[src/rtl/tlc_link_rx.sv]
// tlc_link_rx
// Bit-serial receiver for the inter-intersection timer link. It deserialises
// framed words (start 0, DATA_W data bits LSB first, even parity, stop 1)
// and hands a checked payload to the traffic-light controller's timer-load
// input.
//
// Ports:
//   clock      - system clock, rising edge
//   reset      - asynchronous, active-high reset
//   rx_en      - receive enable, looked at only while idle
//   rx_line    - serial line (idles high, asynchronous to clock)
//   data_out   - last payload that passed both parity and stop checks
//   data_valid - one-cycle pulse when data_out updates
//   parity_err - one-cycle pulse on a parity failure
//   frame_err  - one-cycle pulse on a missing stop bit
//   busy       - high whenever a frame is in progress (any non-idle state)
module tlc_link_rx #(
    parameter int BIT_TICKS = 16,
    parameter int DATA_W    = 7
) (
    input  logic              clock,
    input  logic              reset,
    input  logic              rx_en,
    input  logic              rx_line,
    output logic [DATA_W-1:0] data_out,
    output logic              data_valid,
    output logic              parity_err,
    output logic              frame_err,
    output logic              busy
);

    localparam int TICK_W = (BIT_TICKS > 1) ? $clog2(BIT_TICKS) : 1;
    localparam int BIT_W  = (DATA_W > 0) ? $clog2(DATA_W + 1) : 1;

    localparam logic [TICK_W-1:0] TICK_LAST = TICK_W'(BIT_TICKS - 1);
    localparam logic [TICK_W-1:0] TICK_HALF = TICK_W'(BIT_TICKS / 2 - 1);
    localparam logic [BIT_W-1:0]  BIT_LAST  = BIT_W'(DATA_W - 1);

    typedef enum logic [2:0] {
        S_IDLE,
        S_START,
        S_DATA,
        S_PARITY,
        S_STOP,
        S_BREAK
    } state_t;

    state_t              state_q, state_d;
    logic [1:0]          sync_q, sync_d;
    logic [TICK_W-1:0]   tick_q, tick_d;
    logic [BIT_W-1:0]    bit_q, bit_d;
    logic [DATA_W-1:0]   shift_q, shift_d;
    logic                par_q, par_d;
    logic [DATA_W-1:0]   data_q, data_d;
    logic                valid_q, valid_d;
    logic                perr_q, perr_d;
    logic                ferr_q, ferr_d;
    logic                rxs;

    // Two-flop synchroniser; rxs is the only view of the line the FSM uses.
    // Flops reset to 1 so a reset never looks like a start bit.
    assign sync_d = {sync_q[0], rx_line};
    assign rxs    = sync_q[1];

    // All state in one register bank with asynchronous reset.
    always_ff @(posedge clock or posedge reset) begin
        if (reset) begin
            state_q <= S_IDLE;
            sync_q  <= 2'b11;
            tick_q  <= '0;
            bit_q   <= '0;
            shift_q <= '0;
            par_q   <= 1'b0;
            data_q  <= '0;
            valid_q <= 1'b0;
            perr_q  <= 1'b0;
            ferr_q  <= 1'b0;
        end else begin
            state_q <= state_d;
            sync_q  <= sync_d;
            tick_q  <= tick_d;
            bit_q   <= bit_d;
            shift_q <= shift_d;
            par_q   <= par_d;
            data_q  <= data_d;
            valid_q <= valid_d;
            perr_q  <= perr_d;
            ferr_q  <= ferr_d;
        end
    end

    // Next-state logic. The START state waits half a bit so every later
    // sample lands mid-bit; each subsequent state waits a full bit period.
    // par_q accumulates the XOR of data and parity bits, so a clean frame
    // leaves it at 0. Flags default low so each is a single-cycle pulse.
    always_comb begin
        state_d = state_q;
        tick_d  = tick_q;
        bit_d   = bit_q;
        shift_d = shift_q;
        par_d   = par_q;
        data_d  = data_q;
        valid_d = 1'b0;
        perr_d  = 1'b0;
        ferr_d  = 1'b0;

        case (state_q)
            S_IDLE: begin
                tick_d = '0;
                bit_d  = '0;
                if (rx_en && !rxs) begin
                    state_d = S_START;
                    shift_d = '0;
                    par_d   = 1'b0;
                end
            end

            S_START: begin
                if (tick_q == TICK_HALF) begin
                    tick_d = '0;
                    bit_d  = '0;
                    // A line back high at mid-start was only a glitch.
                    state_d = rxs ? S_IDLE : S_DATA;
                end else begin
                    tick_d = tick_q + TICK_W'(1);
                end
            end

            S_DATA: begin
                if (tick_q == TICK_LAST) begin
                    tick_d              = '0;
                    shift_d             = shift_q >> 1;
                    shift_d[DATA_W-1]   = rxs;
                    par_d               = par_q ^ rxs;
                    if (bit_q == BIT_LAST) begin
                        state_d = S_PARITY;
                    end else begin
                        bit_d = bit_q + BIT_W'(1);
                    end
                end else begin
                    tick_d = tick_q + TICK_W'(1);
                end
            end

            S_PARITY: begin
                if (tick_q == TICK_LAST) begin
                    tick_d  = '0;
                    par_d   = par_q ^ rxs;
                    state_d = S_STOP;
                end else begin
                    tick_d = tick_q + TICK_W'(1);
                end
            end

            S_STOP: begin
                // Leaving at mid-stop lets a back-to-back start bit be
                // caught in the second half of this stop bit.
                if (tick_q == TICK_LAST) begin
                    tick_d = '0;
                    if (!rxs) begin
                        ferr_d  = 1'b1;
                        state_d = S_BREAK;
                    end else if (par_q) begin
                        perr_d  = 1'b1;
                        state_d = S_IDLE;
                    end else begin
                        data_d  = shift_q;
                        valid_d = 1'b1;
                        state_d = S_IDLE;
                    end
                end else begin
                    tick_d = tick_q + TICK_W'(1);
                end
            end

            S_BREAK: begin
                // A line stuck low must go high before another frame counts.
                if (rxs) begin
                    state_d = S_IDLE;
                end
            end

            default: begin
                state_d = S_IDLE;
            end
        endcase
    end

    assign data_out   = data_q;
    assign data_valid = valid_q;
    assign parity_err = perr_q;
    assign frame_err  = ferr_q;
    assign busy       = (state_q != S_IDLE);

endmodule

[config.mk]
export PLATFORM = sky130hd
export DESIGN_NAME = tlc_link_rx
export DESIGN_NICKNAME = d
export VERILOG_FILES = /design/src/rtl/tlc_link_rx.sv
export SDC_FILE = /design/constraint.sdc
export NUM_CORES = 1
export LEC_CHECK = 0
export CAP_MARGIN = 20
export CORE_ASPECT_RATIO = 0.9
export CORE_MARGIN = 10
export CORE_UTILIZATION = 45
export DETAILED_ROUTE_END_ITERATION = 8
export GPL_ROUTABILITY_DRIVEN = 0
export PLACE_DENSITY = 0.71
export REMOVE_ABC_BUFFERS = 1
export SYNTH_ARGS = -nofsm -noshare
export SYNTH_HDL_FRONTEND = slang
export SYNTH_SLANG_ARGS = --single-unit
[constraint.sdc]
create_clock -name clock -period 2.55 [get_ports clock]
set_input_delay 0.255 -clock clock [delete_from_list [all_inputs] [get_ports clock]]
set_output_delay 0.255 -clock clock [all_outputs]
set_load 0.005 [all_outputs]
==> metrics.md <==
| Metric | Value |
|---|---|
| Tightest Pin Transition | just under 500 ps |
| Fin. Hold Viols | 0 |
| CTS tree | done |
| Drt total wl | 3120 µm |
| Cells after synthesis | 150 |
| Synth top area share | approximately 46% |
| Top cells by count, synth | dfrtp_1, nand2_1, nand3_1 |
| CP Class | register to output pin |
| Critical-path maximum fanout | 14 |
| Distinct cells, synth | 45 |
| Crit path time final | 1970 ps |
| Clk slew on worst S/H paths | 70 ps |
| Skew final | 7.942 ps |
| CP cell instances | or3_1, clkdlybuf4s50_1 |
| Power Density | between 700 and 800 nW/µm² |
| Status | complete, no violations |
| Power consumption | 1382 µW |
| Top-count cell post-synth | dfrtp_1 |
| Clock buffers created by TritonCTS | 5 |
| CTS resizes | 0 |
| Total die area | approximately 6000 µm² |
| Met2 WL | 1490 µm |
| Cts hold-fix bufs | 0 |
| Area growth, synth to finish | 17.20% |
| Fmax | 507.7 MHz |
| CORE AREA | 3328 µm² |
| First-pass GRT wire length | ~5400 µm |
| Max incr delay on CP | 550 ps |
| Drt pass-1 iters | 5 |
| Vias per cell | roughly 5.6 |
| Layout cells sized above 1 | 14.88% |
| Worst Setup Start Kind | register |
| Worst EP required | 2300 ps |
| Synth area leaders | dfrtp_1, mux2_4, nand2_1, ha_1, nand3_1 |
| Met3 wire length | approximately 190 µm |
| Post-route ant nets | 0 |
| Final Core Density | 54.06% |
| Root Driver | clkbuf_8 |
| DP Wirelength | around 2200 µm |
| Synthesized area per cell | 10.23 µm² |
| Vias in the first global route | 1216 |
| Worst skew pair latency | 280 ps |
| Highest Signal Layer | met4 |
| Clock tree buffer depth | 2 |
| Die Wd | 81.57 µm |
| Yosys warning total | 0 |
| Initial antenna violation count | 0 |
| Largest net degree at the start of global routing | 31 |
| TNS Setup | 0 ps |
| Num rows | 20 |
| WP data arrival | about 1700 ps |
| Register area share after synthesis | 49.06% |
| Number of synthesized flops with an enable pin | 0 |
| Maxcap violations | 0 |
| Initial Util | 46.13% |
| CP endpoint kind | output pin |
| Slew Limit Fails | 0 |
| #FFs+latches synth | 30 |
| Hold_ws | roughly 330 ps |
| Max VDD drop | ~450 µV |
| Hold/Removal Path Class | input pin to asynchronous set/reset pin |
| Antenna cells | 0 |
| Ys flop type | dfrtp_1 |
| DRC viols | 0 |
| Total gr overflow | 0 |
| Die Y | 75.41 µm |
| Gr usage total | 11.17% |
| DR WL/cell | 14.72 µm |
| Wl on met1 | 1372 µm |
| Fin nets | 176 |
| RSZ-0062 raised after global routing | no |
| Vias | 1186 |
| Largest area contributor in the netlist | dfrtp_1 |
| CTS sink count | 30 |
| DRT iter0 DRCs | 134 |
| Final setup vio count | 0 |
| Top-level port count | 15 |
| Postcts setup bufs | 0 |
| Slew HR | 68.00% |
| Slowest-stage cell, CP | dfrtp_1 |
| LEAKAGE | 0.0008604 µW |
| Period utilization | between 70% and 80% |
| Cell Area, Synth | 1535 µm² |
| H-tree levels | 2 |
| Async SR Flop Fraction | 100.0% |
| Port Buffers | 14 |
[layout by cell type (no fill, tap or decap), drive strengths merged, types with 2 or more instances in the layout]
cell | synthesis | layout
dfrtp | 28 | 28
nand2 | 23 | 23
clkdlybuf4s50 | 0 | 14
nand3 | 11 | 11
o21ai | 9 | 9
inv | 8 | 8
mux2 | 8 | 8
nor2 | 6 | 6
clkbuf | 0 | 6
a21oi | 5 | 5
ha | 5 | 5
nor3 | 5 | 5
nand2b | 3 | 3
o22ai | 3 | 3
a211oi | 3 | 3
or3 | 2 | 2
and3 | 2 | 2
or2 | 2 | 2
and2 | 2 | 2
clkinv | 0 | 2
buf | 6 | 2
dfstp | 2 | 2
[through the flow]
stage	area (µm²)	cells	setup slack, ps
after detailed placement	1717	204	728.0
after global placement	1717	204	778.1
after floorplan	1506	144	900.1
after CTS	1799	212	569.6
final	1799	212	580.5
after global routing	1799	212	514.1
[cell families (layout without fill, tap and decap cells)]
kind of cell	Yosys count	after routing	synth area share, %
simple gates	62	62	21.44
flops	30	30	49.06
buf+inv	14	32	3.830
compound gates	30	30	13.37
fa+ha+maj	5	5	4.075
mux	9	9	8.231
[registers in the layout, indices dropped and copies added, names as in the netlist]
signal / count
par_q: 1
data_valid: 1
state_q: 3
bit_q: 3
data_out: 7
tick_q: 4
frame_err: 1
shift_q: 7
sync_q: 2
parity_err: 1
[per-layer routing]
metal / global-route usage [%] / up-vias
met4: 4.906 / 0
li1: - / 563
met5: 0 / -
met1: 13.39 / 580
met3: 3.656 / 9
met2: 17.97 / 34
[where the power goes]
| group | leakage (µW) | switching [µW] | internal [µW] |
|---|---|---|---|
| Combinational | 0.000412 | 211 | 160 |
| Clock | 0.0000450 | 177 | 189 |
| Sequential | 0.000403 | 114 | 532 |
[worst max-delay path: cells and delay by family, from the launching register on]
kind | cells | cell delay, ps
DFF | 1 | 550
buffers and inverters | 1 | 470
and+or+nand+nor | 1 | 420
[area by class of cell]
cell class,instances,area [µm²]
fillers,300,1529
multi-input cells,106,723.2
flip-flops and latches,30,753.2
repair buffers,16,155.1
clock inverters,2,10.01
well taps,44,55.05
inverters,8,30.03
clock buffers,6,72.57
[path summary, 6_finish.rpt]
check / startpoint / end / slack (ps) / depth (start not counted)
max: state_q[0] / busy / 580 / 2
min: reset / data_valid / 330 / 3
max reg2reg: tick_q[0] / shift_q[5] / 770 / 5
min reg2reg: sync_q[0] / sync_q[1] / 350 / 0
max in group asynchronous: reset / sync_q[0] / 1890 / 3
min in group clock: sync_q[0] / sync_q[1] / 350 / 0
Note: power is estimated with default switching activity, not from simulation.
